$ cat src/rtl/ascii_add_pkg.sv
// Shared types and character constants for the ASCII decimal adder.
package ascii_add_pkg;

    typedef enum logic [2:0] {
        LOAD_A,
        LOAD_B,
        ADD,
        SEND,
        FAULT
    } state_t;

    localparam logic [7:0] ASCII_ZERO  = 8'h30;
    localparam logic [7:0] ASCII_NINE  = 8'h39;
    localparam logic [7:0] ASCII_FAULT = 8'h3F;

    typedef logic [3:0] bcd_t;

endpackage

$ cat src/rtl/bcd_digit_add.sv
// One BCD digit adder with decimal carry correction.
module bcd_digit_add
    import ascii_add_pkg::*;
(
    input  bcd_t a,
    input  bcd_t b,
    input  logic cin,
    output bcd_t sum,
    output logic cout
);

    logic [4:0] raw;

    assign raw  = {1'b0, a} + {1'b0, b} + {4'b0, cin};
    assign cout = (raw > 5'd9);
    assign sum  = cout ? (raw[3:0] + 4'd6) : raw[3:0];

endmodule

$ cat src/rtl/ascii_add_ctrl.sv
// Serial ASCII decimal adder: two ND-digit operands in, ND+1 digits out.
// Define ASCII_ADD_ZERO_SUPPRESS_EN to drop leading '0' characters on output.
module ascii_add_ctrl
    import ascii_add_pkg::*;
#(
    parameter int ND = 2
) (
    input  logic       CLK,
    input  logic       RST,
    input  logic [7:0] DIN,
    input  logic       DIN_VALID,
    output logic       DIN_READY,
    output logic [7:0] DOUT,
    output logic       DOUT_VALID,
    input  logic       DOUT_READY,
    output logic       BUSY,
    output logic       ERR
);

    localparam int CW = $clog2(ND + 1);

    state_t          state_q, state_d;
    logic [CW-1:0]   cnt_q, cnt_d;
    logic [CW-1:0]   lead_q, lz, sel, wi;
    bcd_t            a_dig [ND];
    bcd_t            b_dig [ND];
    bcd_t            r_dig [ND+1];
    logic            carry_q, err_q;
    logic            accept, take, din_ok, cin, cout;
    logic            add_last, send_last;
    bcd_t            din_bcd, sum;

    assign accept    = DIN_VALID && DIN_READY;
    assign take      = DOUT_VALID && DOUT_READY;
    assign din_ok    = (DIN >= ASCII_ZERO) && (DIN <= ASCII_NINE);
    assign din_bcd   = 4'(DIN - ASCII_ZERO);
    assign wi        = CW'(ND - 1) - cnt_q;
    assign sel       = CW'(ND) - cnt_q - lead_q;
    assign cin       = (cnt_q == '0) ? 1'b0 : carry_q;
    assign add_last  = (cnt_q == CW'(ND - 1));
    assign send_last = ((cnt_q + lead_q) == CW'(ND));
    assign ERR       = err_q;

    bcd_digit_add u_add (
        .a    (a_dig[cnt_q]),
        .b    (b_dig[cnt_q]),
        .cin  (cin),
        .sum  (sum),
        .cout (cout)
    );

`ifdef ASCII_ADD_ZERO_SUPPRESS_EN
    bcd_t full [ND+1];
    logic done;

    // Digit 0 is never counted, so at least one character is always sent.
    always_comb begin
        for (int i = 0; i < ND + 1; i++) full[i] = r_dig[i];
        full[ND-1] = sum;
        full[ND]   = {3'b0, cout};
        lz   = '0;
        done = 1'b0;
        for (int i = ND; i >= 1; i--) begin
            if (!done && full[i] == 4'd0) lz = lz + CW'(1);
            else done = 1'b1;
        end
    end
`else
    assign lz = '0;
`endif

    always_ff @(posedge CLK or posedge RST) begin
        if (RST) begin
            state_q <= LOAD_A;
            cnt_q   <= '0;
        end else begin
            state_q <= state_d;
            cnt_q   <= cnt_d;
        end
    end

    always_comb begin
        state_d    = state_q;
        cnt_d      = cnt_q;
        DIN_READY  = 1'b0;
        DOUT_VALID = 1'b0;
        DOUT       = 8'h00;
        BUSY       = !(state_q == LOAD_A && cnt_q == '0);
        unique case (state_q)
            LOAD_A, LOAD_B: begin
                DIN_READY = 1'b1;
                if (accept) begin
                    if (!din_ok) begin
                        state_d = FAULT;
                        cnt_d   = '0;
                    end else if (cnt_q == CW'(ND - 1)) begin
                        state_d = (state_q == LOAD_A) ? LOAD_B : ADD;
                        cnt_d   = '0;
                    end else begin
                        cnt_d = cnt_q + CW'(1);
                    end
                end
            end
            ADD: begin
                if (add_last) begin
                    state_d = SEND;
                    cnt_d   = '0;
                end else begin
                    cnt_d = cnt_q + CW'(1);
                end
            end
            SEND: begin
                DOUT_VALID = 1'b1;
                DOUT       = {4'h0, r_dig[sel]} + ASCII_ZERO;
                if (take) begin
                    if (send_last) begin
                        state_d = LOAD_A;
                        cnt_d   = '0;
                    end else begin
                        cnt_d = cnt_q + CW'(1);
                    end
                end
            end
            FAULT: begin
                DOUT_VALID = 1'b1;
                DOUT       = ASCII_FAULT;
                if (take) begin
                    state_d = LOAD_A;
                    cnt_d   = '0;
                end
            end
            default: begin
                state_d = LOAD_A;
                cnt_d   = '0;
            end
        endcase
    end

    always_ff @(posedge CLK or posedge RST) begin
        if (RST) begin
            for (int i = 0; i < ND; i++) begin
                a_dig[i] <= '0;
                b_dig[i] <= '0;
            end
            for (int i = 0; i < ND + 1; i++) r_dig[i] <= '0;
            carry_q <= 1'b0;
            lead_q  <= '0;
            err_q   <= 1'b0;
        end else begin
            err_q <= accept && !din_ok;
            if (accept && !din_ok) begin
                for (int i = 0; i < ND; i++) begin
                    a_dig[i] <= '0;
                    b_dig[i] <= '0;
                end
                for (int i = 0; i < ND + 1; i++) r_dig[i] <= '0;
            end else if (accept && state_q == LOAD_A) begin
                a_dig[wi] <= din_bcd;
            end else if (accept && state_q == LOAD_B) begin
                b_dig[wi] <= din_bcd;
            end
            if (state_q == ADD) begin
                r_dig[cnt_q] <= sum;
                carry_q      <= cout;
                if (add_last) begin
                    r_dig[ND] <= {3'b0, cout};
                    lead_q    <= lz;
                end
            end
        end
    end

endmodule

$ cat config.mk
export PLATFORM = sky130hd
export DESIGN_NAME = ascii_add_ctrl
export DESIGN_NICKNAME = d
export VERILOG_FILES = /design/src/rtl/ascii_add_pkg.sv /design/src/rtl/bcd_digit_add.sv /design/src/rtl/ascii_add_ctrl.sv
export SDC_FILE = /design/constraint.sdc
export NUM_CORES = 1
export LEC_CHECK = 0
export CORE_MARGIN = 2
export CORE_UTILIZATION = 40
export CTS_CLUSTER_SIZE = 10
export DETAILED_ROUTE_END_ITERATION = 6
export SETUP_SLACK_MARGIN = 0.2
export SYNTH_ARGS = -nofsm -noshare
export SYNTH_HDL_FRONTEND = slang
export SYNTH_SLANG_ARGS = --single-unit
$ cat constraint.sdc
create_clock -name CLK -period 3.5 [get_ports CLK]
set_input_delay 0.525 -clock CLK [delete_from_list [all_inputs] [get_ports CLK]]
set_output_delay 0.525 -clock CLK [all_outputs]
set_load 0.005 [all_outputs]
# Word-level counts from Yosys, hierarchy flattened
# Index checks and enable logic that the tools add are counted.
# Widths: inputs -> output; s select.
# classes
addsub	8
n_lt_le_gt_ge	9
n_eq_ne	13
mux	45
bitwise_logic	3
reduce_logical	20
# op_table
operator	n
$mux 4	12
$mux 8	5
$mux 12	2
$mux 3	7
$bwmux 8	2
$mux 2	7
$pmux 7 s2	1
$bwmux 12	1
$ne 2x2->1 const B	6
$pmux 3 s4	1
$logic_and 1x1->1	9
$not 2->3	3
$bmux 4 s2	1
$demux 4 s2	1
$ge 8x6->1 const B	1
$le 8x6->1 const B	1
$pmux 2 s4	1
$add 4x6->7 const B	1
$eq 3x2->1 const B	2
$ge 3x2->1 const B	2
$ge 3x3->1 const B	2
$lt 3x1->1 const B	2
$reduce_and 6->1	1
$add 4x4->5	1
21 further kinds	26
# totals
register_bits	35
inputBits	12
out_inout_bits	12
wordCells	109

# Depth between registers and ports, before layout
# logic_depth
depth_word	11
ltp_mapped	13
depth_no_buf	12

# Hierarchy
# Synthesis repeated with hierarchy kept, for this count alone.
# unflattened
cells_unflattened	236
hier_area_um2	2332.2
# modules_own_cells
mod	instances	cells_each	area_each_um2	seq_area_each_um2
ascii_add_ctrl	1	214	2120.8	875.8
bcd_digit_add	1	22	211.5	0.0

# Worst setup path before layout
# OpenSTA, ideal clock, no wires.
# synth_path
path_type	register to register
start	register cnt_q[0]
end	register r_dig[0] in the netlist's numbering
setup_ps	94
arrival_ps	3224
t_required_ps	3406
path_slack_ps	182
path_stages_with_launch	13
path_buffers	2
synth_period_minus_slack_ps	3318
cell_sequence	dfrtp_1 clkbuf_1 buf_1 mux2i_1 fa_1 fa_1 xor2_1 ha_1 inv_1 o21ai_0 and4_4 nor4_2 a211oi_1
# synth_between
elab_chain_len	11
word_cells_on_any_way	23
classes_between	3 x add/sub; 3 x order compare; 1 x eq/ne; 13 x mux; 1 x bitwise; 2 x reduce/logical
# synth_lines
item	line_no	source
from (decl)	ascii_add_ctrl.sv:23	logic [CW-1:0] cnt_q, cnt_d;
from (signal assigned)	ascii_add_ctrl.sv:78	cnt_q <= cnt_d;
$not 2->3 (not written as such)	ascii_add_ctrl.sv:45, ascii_add_ctrl.sv:46, ascii_add_ctrl.sv:163	
$mux 4, on equally long branches (3 in a row)	ascii_add_ctrl.sv:45, ascii_add_ctrl.sv:46	
$add 4x4->5	bcd_digit_add.sv:14	assign raw = {1'b0, a} + {1'b0, b} + {4'b0, cin};
$add 5x1->5	bcd_digit_add.sv:14	
$add 4x3->4 or $gt 5x4->1 (tied branches)	bcd_digit_add.sv:16, bcd_digit_add.sv:15	
$mux 4	bcd_digit_add.sv:16	assign sum = cout ? (raw[3:0] + 4'd6) : raw[3:0];
$bwmux 12	ascii_add_ctrl.sv:163	r_dig[cnt_q] <= sum;
$mux 4 (*)	ascii_add_ctrl.sv:165	if (add_last) begin
$mux 12 (*)	ascii_add_ctrl.sv:162	if (state_q == ADD) begin
to (signal, indexed assignment)	ascii_add_ctrl.sv:163	
to (signal, indexed assignment)	ascii_add_ctrl.sv:166	r_dig[ND] <= {3'b0, cout};
to (decl)	ascii_add_ctrl.sv:27	bcd_t r_dig [ND+1];
# Mark *: on every way between the ends. The rest lies on a longest branch, timed or not. The select of a mux whose other input is x is not followed.
# A chain may end at the register's enable or synchronous reset.

# Final worst setup path
# layout_path
start	register cnt_q[0]
end	register r_dig[2] in the netlist's numbering
# The elaborated chain is that of the path after synthesis.

==> impl_results.md <==
* Status: finished clean
* Final #Nets at 267
* Clk sinks at 35
* R2r startpoint: cnt_q[0]
* Area growth syn-to-layout at 16.6%
* I/O pins at 24
* Sequential cell area fraction in the yosys report at 0.407
* Worst-path maximum fanout at 5
* RSZ-0062 raised after global routing: false
* Initial cell density of the core at 0.419
* Gpl congestion at around 0.88
* Top-count cell post-synth: dfrtp_1
* Crit path from: cnt_q[0]
* Leak at roughly 0.0011 uW
* Root Buffer: clkbuf_8
* Initial antenna violation count at 0
* Hpwl dp at ~3500 microns
* Row count at 26
* Final WS setup at 423 ps
* Total gr overflow at 0
* DRT iter0 DRCs at around 110
* Worst Hold Class: flip-flop to flip-flop
* FILL cells at 533
* DR DRC count at 0
* CP Depth at 11
* WP buf/inv at 1
* Multi-input gate area at 0.00117 sq mm
* Final period util at 0.879
* Setup TNS at 0 ps
* CTS Buf Count at 5
* Top FF cell, synth: dfrtp_1
* Minimum clock period at 3080 ps
* CTS tree: built
* CP max stage cell: fa_1
* Htree depth at 2
* R2R Setup Slk at approximately 420 ps
* Mapped Avg Cell Area at about 9.7 sq um
* Synth top area share at 0.407
* Hold depth at 1
* FF-to-FF path depth at 11
* Cell Pwr Density at 459 mW/mm^2
* Fmax at 0.325 GHz
* Total power at 1150 uW
* Yosys reg bits at 35
* Syn. warnings at 0
* Clk_lat worst skew at 290 ps
* Commonest cells post-synth: dfrtp_1 (35), o21ai_1 (15), nand3_1 (14), nor2_1 (14), mux2i_1 (13)
* Die width at 77.4 microns
* Synth cell types at 50
* Avg Vias per Cell at 5.46
* Ys async rst share at 1.00
* Final Util at 0.489
* Arrival @ worst endpoint at 3240 ps
* Die height at 77.4 microns
* Max Cap Violations at 0
* Critical Path RT at 3660 ps
* Worst setup path endpoint: r_dig[2]
* Final wirelength at 4770 microns
* Full die area at about 0.006 sq mm
* CP top delay family: adder cells
* CP Launch Type: flip-flop
* Total GRT Usage at 0.175
* Worst-path clk slew at approximately 80 ps
* Layout Cells excl Fill at 314
* Vias in the first global route at 1627
* Worst flop-to-flop path endpoint: r_dig[2]
* Clock buffer depth at 2
* Worst VDD drop at between 0.2 and 0.3 mV
* EDFF count, synth at 0
* Crit end category: flip-flop
* Dpl ws at 323 ps
* Leading area contributor after synthesis: dfrtp_1
* Wire per inst at 15.2 microns
* Crit-path max cell delay at 410 ps
* Clock skew at between 6 and 7 ps
* Largest net degree at the start of global routing at 36
* Top cells by area, synth: dfrtp_1 (41%), mux2i_1 (6.0%), ha_1 (5.8%)
* Post-route ant nets at 0
* Dpl cells at 306
* First-pass DRT Iterations at 4
* Cell Chain, Critical Path: inv_1 > ha_1 > nand2b_1 > fa_1 > fa_1 > xor2_1 > ha_1 > o21ai_1 > and4_4 > a211oi_2 > o22ai_1
* First-pass GRT wire length at about 8300 microns
* Register Area at 876 sq um
* Fraction of layout cells with a size suffix above 1 at 0.119
* Final Setup Violations at 0
* Synth Instances at around 220
* Port bufs at 21
* WS Path Type: flip-flop to flip-flop
* Post-synth design cell area at approximately 0.0022 sq mm
* Core region area at 0.00514 sq mm
* Cts hold-fix bufs at 0
* DR vias at 1714
* Final hold violations at 0
* ANT cells at 0
* Max-slew violation count at 0
-- cell type report --
type                            instances  area share
Clock inverter                          3     0.00797
Inverter                               12      0.0179
Clock buffer                            5      0.0274
Multi-Input combinational cell        164       0.468
Timing Repair Buffer                   25      0.0956
Sequential cell                        35       0.349
Tap cell                               70      0.0349
-- cells by family after synthesis --
kind of cell	share of synthesized area
AO/OA/AOI/OAI	0.204
XOR/XNOR	0.00407
adder cells (fa/ha/maj)	0.0767
buffers and inverters	0.0499
flip-flops	0.407
multiplexers	0.0813
other	0.00174
AND/OR/NAND/NOR	0.176
-- metal layers --
| layer | GRT usage | wire length, microns |
|---|---|---|
| met5 | 0 | 0 |
| met2 | 0.261 | 2150 |
| met1 | 0.254 | 2380 |
| met4 | 0.0571 | 46 |
| met3 | 0.0372 | 191 |
-- flip-flops by register name, indices dropped and copies added, names as in the netlist --
name and cells:
a_dig 8, carry_q 1, cnt_q 2, r_dig 12, b_dig 8, state_q 3
ERR 1
-- worst register-to-register path, stage by stage, from the launching register on --
cell	delay, ps
dfrtp_1	370
inv_1	100
ha_1	220
nand2b_1	150
fa_1	400
fa_1	410
xor2_1	280
ha_1	260
o21ai_1	120
and4_4	180
a211oi_2	350
o22ai_1	120
-- cell usage in the layout (no fill, tap or decap), types with 3 or more instances in the layout --
cell type / n
dfrtp_1: 35
clkdlybuf4s50_1: 21
o21ai_1: 16
nor2_1: 14
nand3_1: 14
mux2i_1: 13
nand2_1: 12
inv_1: 10
ha_1: 10
a21oi_1: 9
a22o_1: 8
a31oi_1: 7
o21ai_0: 7
clkbuf_8: 5
nand2b_1: 4
nor2b_1: 4
mux2_2: 4
buf_4: 4
nand3b_1: 3
o22ai_1: 3
-- worst min-delay path by stage --
stage	from	endpoint	slack, ps
floorplan	b_dig[2]	b_dig[2]	460
global placement	b_dig[3]	b_dig[3]	480
detailed placement	b_dig[7]	b_dig[7]	480
CTS	b_dig[7]	b_dig[7]	510
global route	b_dig[7]	b_dig[7]	530
finish	b_dig[6]	b_dig[6]	500
-- repair_timing --
item                                    in CTS  in global routing
endpoints found under the setup margin       0                  7
resized for setup                            0                  1
setup buffers                                0                  0
-- power breakdown --
| part | internal (uW) | leakage [uW] | switching (uW) | total, uW |
|---|---|---|---|---|
| registers | 435 | 0.000479 | 23.1 | 458 |
| logic | 179 | 0.000617 | 220 | 399 |
| clock network | 138 | 0.0000402 | 158 | 297 |
-- through the flow --
stage	instance area [sq um]	hold slack [ps]
floorplan	2160	461
global placement	2420	482
detailed placement	2420	485
CTS	2510	505
global route	2510	525
finish	2510	501
No activity file was read; power rests on OpenSTA's default activity.
